**src/rtl/program_loader.sv**
```systemverilog
// Streams a length-prefixed, XOR-checksummed program image into instruction memory.
// Latency: one WRITE cycle after the last byte of each word; done/error one cycle after the checksum byte.
// Backpressure: in_ready drops for the WRITE cycle and after the frame ends until reload.
module program_loader #(
  parameter int INSTR_WIDTH = 32,
  parameter int ADDR_WIDTH  = 8
) (
  input  logic                   clk,
  input  logic                   rst,
  input  logic                   in_valid,
  input  logic [7:0]             in_data,
  output logic                   in_ready,
  input  logic                   reload,
  output logic                   mem_we,
  output logic [ADDR_WIDTH-1:0]  mem_addr,
  output logic [INSTR_WIDTH-1:0] mem_wdata,
  output logic                   cpu_run,
  output logic                   done,
  output logic                   error
);

  localparam int BPW = INSTR_WIDTH / 8;
  localparam int BW  = (BPW > 1) ? $clog2(BPW) : 1;
  localparam logic [BW-1:0] LAST_BYTE = BW'(BPW - 1);
  // Memory depth as a wide constant so a full-depth frame (N = 2^ADDR_WIDTH) is legal.
  localparam logic [32:0] DEPTH = 33'(1) << ADDR_WIDTH;

  typedef enum logic [2:0] {
    S_LEN_HI,
    S_LEN_LO,
    S_DATA,
    S_WRITE,
    S_CHECK,
    S_DONE,
    S_ERR
  } state_e;

  state_e                 state_q, state_d;
  logic                   ready_en_q;
  logic [15:0]            n_q, n_d;
  logic [ADDR_WIDTH-1:0]  idx_q, idx_d;
  logic [BW-1:0]          byte_q, byte_d;
  logic [INSTR_WIDTH-1:0] word_q, word_d;
  logic [7:0]             csum_q, csum_d;

  logic                   accept;
  logic [15:0]            len_new;
  logic [INSTR_WIDTH+7:0] shifted;
  logic                   last_word;

  assign accept    = in_valid && in_ready;
  assign len_new   = {n_q[15:8], in_data};
  assign shifted   = {word_q, in_data};
  // Index is compared in a wide domain so N-1 = 2^ADDR_WIDTH-1 never aliases.
  assign last_word = (33'(idx_q) == (33'(n_q) - 33'd1));

  // in_ready stays low during reset and rises on the first edge after release.
  always_ff @(posedge clk or negedge rst) begin
    if (!rst) ready_en_q <= 1'b0;
    else      ready_en_q <= 1'b1;
  end

  // FSM and datapath state registers.
  always_ff @(posedge clk or negedge rst) begin
    if (!rst) begin
      state_q <= S_LEN_HI;
      n_q     <= '0;
      idx_q   <= '0;
      byte_q  <= '0;
      word_q  <= '0;
      csum_q  <= '0;
    end else begin
      state_q <= state_d;
      n_q     <= n_d;
      idx_q   <= idx_d;
      byte_q  <= byte_d;
      word_q  <= word_d;
      csum_q  <= csum_d;
    end
  end

  // Next-state logic: bytes only move the frame forward when actually accepted.
  always_comb begin
    state_d = state_q;
    n_d     = n_q;
    idx_d   = idx_q;
    byte_d  = byte_q;
    word_d  = word_q;
    csum_d  = csum_q;
    unique case (state_q)
      S_LEN_HI: begin
        if (accept) begin
          n_d     = {in_data, 8'h00};
          state_d = S_LEN_LO;
        end
      end
      S_LEN_LO: begin
        if (accept) begin
          n_d = len_new;
          if (len_new == 16'd0)             state_d = S_CHECK;
          else if (33'(len_new) > DEPTH)    state_d = S_ERR;
          else                              state_d = S_DATA;
        end
      end
      S_DATA: begin
        if (accept) begin
          word_d = shifted[INSTR_WIDTH-1:0];
          csum_d = csum_q ^ in_data;
          if (byte_q == LAST_BYTE) begin
            byte_d  = '0;
            state_d = S_WRITE;
          end else begin
            byte_d  = byte_q + BW'(1);
          end
        end
      end
      S_WRITE: begin
        // The index may wrap after the final word; it is unused once in CHECK.
        idx_d   = idx_q + ADDR_WIDTH'(1);
        state_d = last_word ? S_CHECK : S_DATA;
      end
      S_CHECK: begin
        if (accept) state_d = (in_data == csum_q) ? S_DONE : S_ERR;
      end
      S_DONE, S_ERR: begin
        if (reload) begin
          idx_d   = '0;
          byte_d  = '0;
          csum_d  = '0;
          state_d = S_LEN_HI;
        end
      end
      default: state_d = S_LEN_HI;
    endcase
  end

  // Outputs decoded from state; memory bus shows the current index and assembled word.
  always_comb begin
    in_ready  = ready_en_q && ((state_q == S_LEN_HI) || (state_q == S_LEN_LO) ||
                               (state_q == S_DATA)   || (state_q == S_CHECK));
    mem_we    = (state_q == S_WRITE);
    mem_addr  = idx_q;
    mem_wdata = word_q;
    done      = (state_q == S_DONE);
    cpu_run   = (state_q == S_DONE);
    error     = (state_q == S_ERR);
  end

endmodule

```
**config.mk**
```make
export PLATFORM = sky130hd
export DESIGN_NAME = program_loader
export DESIGN_NICKNAME = d
export VERILOG_FILES = /design/src/rtl/program_loader.sv
export SDC_FILE = /design/constraint.sdc
export NUM_CORES = 1
export LEC_CHECK = 0
export BUFFER_PORTS_ARGS = -buffer_cell sky130_fd_sc_hd__buf_2
export CAP_MARGIN = 40
export CORE_MARGIN = 3
export CORE_UTILIZATION = 45
export CTS_BUF_LIST = sky130_fd_sc_hd__clkbuf_8 sky130_fd_sc_hd__clkbuf_16
export DETAILED_ROUTE_END_ITERATION = 8
export PLACE_DENSITY = 0.76
export SETUP_SLACK_MARGIN = 0.2
export SYNTH_ARGS = -nofsm -noshare
export SYNTH_HDL_FRONTEND = slang
export SYNTH_SLANG_ARGS = --single-unit
```
**constraint.sdc**
```tcl
create_clock -name clk -period 2.9 [get_ports clk]
set_input_delay 0.58 -clock clk [delete_from_list [all_inputs] [get_ports clk]]
set_output_delay 0.58 -clock clk [all_outputs]
set_load 0.005 [all_outputs]
```
Yosys cells after proc, flatten, opt, wreduce, memory -nomap -nowiden. Index checks and enable logic that the tools add are counted.

Bitwise operators: 2. Equality and inequality tests: 15. Reductions and logical operators: 17. Muxes and demuxes: 22. $add $sub $neg: 3. Magnitude comparators: 1.

Operators with widths (number): == test 8 x 33 -> 1 bit (1); one-hot mux 16 bit (2 select lines) (1); one-hot mux 8 bit (2 select lines) (2); 2-to-1 mux 3 bit (9); 2-to-1 mux 8 bit (3); one-hot mux 3 bit (6 select lines) (1); subtractor 16 x 1 -> 17 bit, second input constant (1); greater-than comparator 16 x 9 -> 1 bit, second input constant (1); logical NOT 16 bit (1); 2-to-1 mux 16 bit (1); inequality test 2 bit, second input constant (6); == test 3 bit, second input constant (3); AND reduction 3 bit (3); adder 8 x 1 -> 8 bit, second input constant (1); == test 8 bit (1); 2-to-1 mux 2 bit (4); XOR 8 bit (1); == test 3 x 2 -> 1 bit, second input constant (2); AND reduction 6 bit (1); nonzero test 2 bit (3); one-hot mux 2 bit (2 select lines) (1); AND reduction 2 bit (2); == test 3 x 1 -> 1 bit, second input constant (1); logical NOT 3 bit (1); 6 further kinds (9).

Bits in registers: 70. Word-level logic and storage cells: 68. Output and inout port bits: 45. Bits of input ports: 12.

Depth between registers and ports, before layout.
Depth after elaboration: 8. Mapped depth: 8. Gate-level depth less buffers: 8.

Worst setup path before layout. Ideal clock, no wire load.

Kind: register to register. Start: register n_q[4]. End: register state_q[1]. Path slack: 787 ps. Stages on the path, launching flop included: 6. Clock period less this slack: 2113 ps. Data arrival time: 1989 ps. Library setup time: 124 ps. Required time: 2776 ps. Cells stage by stage: dfrtp_1 > or4_4 > or4b_1 > o21ai_1 > nand4_1 > a211o_1.

Cells in the longest elaborated chain, start to end: 4.

RTL lines: start: declaration (line 40) `logic [15:0] n_q, n_d;`; start signal: assignment (line 74) `n_q <= n_d;`; subtractor 16 x 1 -> 17 bit (line 55) `assign last_word = (33'(idx_q) == (33'(n_q) - 33'd1));`; == test 8 x 33 -> 1 bit (line 55); 2-to-1 mux 3 bit (line 120) `state_d = last_word ? S_CHECK : S_DATA;`; one-hot mux 3 bit (6 select lines) (line 90) `unique case (state_q)`; end signal: assignment (line 73) `state_q <= state_d;`; end: declaration (line 38) `state_e state_q, state_d;`.

No other way between the ends. A chain may end at the register's enable or synchronous reset.

Worst setup path in the final report.
Start: register state_q[0]. End: output mem_we.

Cells in the longest elaborated chain, start to end: 1.

RTL lines: == test 3 x 2 -> 1 bit (line 141) `mem_we = (state_q == S_WRITE);`; end: declaration (line 14) `output logic mem_we,`.

No other way between the ends.

==> metrics.txt <==
status=complete, no violations; cell-internal power=2.64 mW; final worst-path setup slack=358 ps; cts hold-fix bufs=0; setup TNS=0 ps; synthesized area per cell=8.60 um2; RSZ-0062 raised after global routing=no; Post-synth EDFFs=0; actual slew at the worst max-slew pin=711 ps; Top delay family on crit path=flip-flops; Synth Instances=408; maxcap violations=0; fin. max-slew vios=0; Filler cells=700; Layout area overhead=15.6%; layout cells sized above 1=20.0%; P_leak=a little over 2 nW; Clock H-tree levels=3; Main synth FF type=dfrtp_1; post-DP HPWL=5620 um; Psw=1.84 mW; mux cell area share after synthesis=2.53%; final WL=8100 um; postcts setup bufs=0; Syn Nets=423; Synth Area in Simple Gates=25.6%; Switching Fraction=41.1%; Clk Latency, worst-skew pair=350 ps; PortBufs=56; Num CTS Buffers=9; PwrDens=1100 nW/um2; largest family of logic cells by synthesized area=simple AND/OR/NAND/NOR gates; Clock Skew=6.82 ps; period utilization=87.7%; Seq pwr share=42.3%; fmax=393 MHz; type of the worst min-delay path=in2async; vias in the first global route=between 2k and 3k; Syn Std Cell Area=3510 um2; clock-pin slew on the worst setup and hold paths=80 ps; first-pass GRT wire length=13,200 um; sink count of the clock tree=70; Initial Util=47.3%; Setup CP Type=reg2out; clk root buf=clkbuf_8; I/O pins=57; Peak VDD IR=0.391 mV; min Tclk post-route=around 2500 ps; Adder-Cell Fraction of Synth Area=1.07%; DRC errors left=0; Place WS=approximately 640 ps; Crit path largest cell delay=740 ps; worst path cell trace=nand2_1 > or2_2 > inv_1 > buf_2; Yosys reg bits=70; PostCTS Resize Cnt=0; Yosys warnings=0; total power=4.48 mW; Antenna Nets Post-Route=0; drt pass-1 iters=4; XOR/XNOR Fraction of Synth Area=5.99%; Comb pwr share=39.5%; Core Region=7410 um2; Worst EP arrival=1960 ps; hold_ws=232 ps; post-synthesis compound-gate area fraction=10.7%; Via density=5.11; post-route insts no fill=558; Die Y-Extent=approximately 94 um; Post-synth ARST share=100%; Startpoint Class=register; post-synthesis sequential area ratio=49.9%; DP Cell Count=about 540; largest net degree at the start of global routing=49; average routed wire per standard cell=14.5 um; post-synthesis cell type count=48; clock share of power=18.2%; Die W=about 94 um; gpl congestion=slightly above 0.9; Clock Path Buffers=2; Worst setup EP type=primary output; 1st-iter DRT viols=201; # nets final=469; GRT Total Usage=19.2%; Crit Path Max Fanout=20; FP Rows=31; worst path bufs/invs=2; TritonCTS clock tree=built; initial antenna violation count=0; DIE AREA=~9000 um2; grt total ovfl=0; relative slew slack=52.4%; # diodes=0; Worst EP required=2320 ps; Vias=between 2k and 3k; final hold violations=0; final setup violating endpoints=0; Crit-path slowest cell=dfrtp_1
-- sequential cells by signal (all words and copies together) (netlist names) --
name	flops
csum_q	8
state_q	3
mem_addr	8
mem_wdata	32
n_q	16
byte_q	2
ready_en_q	1
-- synthesized netlist by cell type, drive strengths merged, types with 4 or more instances --
master / n / area, um2
a21oi: 24 / 120
buf: 4 / 35.0
clkbuf: 22 / 82.6
dfrtp: 70 / 1750
inv: 7 / 26.3
mux2: 7 / 78.8
nand2: 130 / 488
nand3: 5 / 25.0
nand4: 5 / 31.3
nor2: 36 / 135
nor3: 6 / 30.0
nor4: 8 / 50.1
o21ai: 21 / 105
xnor2: 7 / 61.3
xor2: 17 / 149
-- through the flow --
stage          cell area [um2]  util [%]
2_1_floorplan             3510         -
4_1_cts                   4060      54.7
5_1_grt                   4060      54.7
3_3_place_gp              3850      52.0
3_5_place_dp              3850      52.0
6_report                  4060      54.7
-- worst paths after layout --
check	start	endpoint	slack (ps)	depth (start not counted)
hold reg to reg	mem_wdata[28]$_DFFE_PN0P_	mem_wdata[28]$_DFFE_PN0P_	470	2
max in group asynchronous	rst	n_q[11]$_DFFE_PN0P_	2020	2
hold / removal	rst	mem_addr[4]$_DFFE_PN0P_	230	1
min in group clk	mem_wdata[28]$_DFFE_PN0P_	mem_wdata[28]$_DFFE_PN0P_	470	2
setup reg to reg	n_q[0]$_DFFE_PN0P_	state_q[1]$_DFFE_PN0P_	620	8
setup / recovery	state_q[0]$_DFFE_PN0P_	mem_we	360	4
-- final cells by class --
| cell class | count | area (um2) | area share (%) |
|---|---|---|---|
| flip-flops and latches | 70 | 1750 | 43.2 |
| multi-input cells | 305 | 1620 | 39.9 |
| repair buffers | 61 | 330 | 8.15 |
| clock buffers | 10 | 138 | 3.39 |
| well taps | 99 | 124 | 3.05 |
| clock inverters | 6 | 68.8 | 1.70 |
| inverters | 7 | 26.3 | 0.648 |
-- power groups by stage --
| stage | sequential [mW] | combinational (mW) | clock, mW |
|---|---|---|---|
| floorplan | 1.76 | 1.34 | 0 |
| global placement | 1.89 | 1.73 | 0 |
| detailed placement | 1.90 | 1.76 | 0 |
| CTS | 1.89 | 1.78 | 0.844 |
| global route | 1.96 | 2.01 | 0.869 |
| finish | 1.89 | 1.77 | 0.814 |
-- worst register-to-register path: cells and delay by family (launching register included) --
kind,cells,cell delay (ps)
flip-flops,1,430
AO/OA/AOI/OAI,2,520
adder cells (fa/ha/maj),1,200
AND/OR/NAND/NOR,4,930
buffers and inverters,1,80
-- cell usage in the layout, fill, tap and decap left out, types with 2 or more instances in the layout --
cell | netlist | final
or4b_1 | 2 | 2
dfrtp_1 | 70 | 70
nor4_1 | 8 | 8
o21ai_0 | 19 | 19
nor2b_1 | 2 | 2
nand2_1 | 130 | 130
or2_2 | 2 | 2
o31ai_1 | 2 | 2
buf_4 | 1 | 4
xnor2_1 | 7 | 7
o21ai_1 | 2 | 2
clkbuf_8 | 0 | 10
buf_2 | 1 | 56
mux2_2 | 7 | 7
xor2_1 | 17 | 17
a31oi_1 | 2 | 2
and3_1 | 2 | 2
nand4_1 | 5 | 5
ha_1 | 3 | 3
nor3_1 | 6 | 5
or4_4 | 2 | 2
inv_1 | 7 | 7
a21oi_1 | 24 | 24
nor2_1 | 36 | 36
clkinv_4 | 0 | 2
nand3_1 | 5 | 5
-- cells by family after synthesis --
| kind of cell | after synthesis |
|---|---|
| other cells | 1 |
| buf+inv | 33 |
| mux | 8 |
| xor+xnor | 24 |
| flops | 70 |
| fa+ha+maj | 3 |
| compound gates | 62 |
| simple gates | 207 |
-- routing by layer --
metal  GRT usage, %  wire length [um]  vias to the layer above
met4           9.03               160                        0
li1               -                 -                     1445
met2           30.4              3940                       55
met1           25.5              3770                     1338
met5              0                 0                        -
met3           3.37               236                       13
No activity file was read; power rests on OpenSTA's default activity.
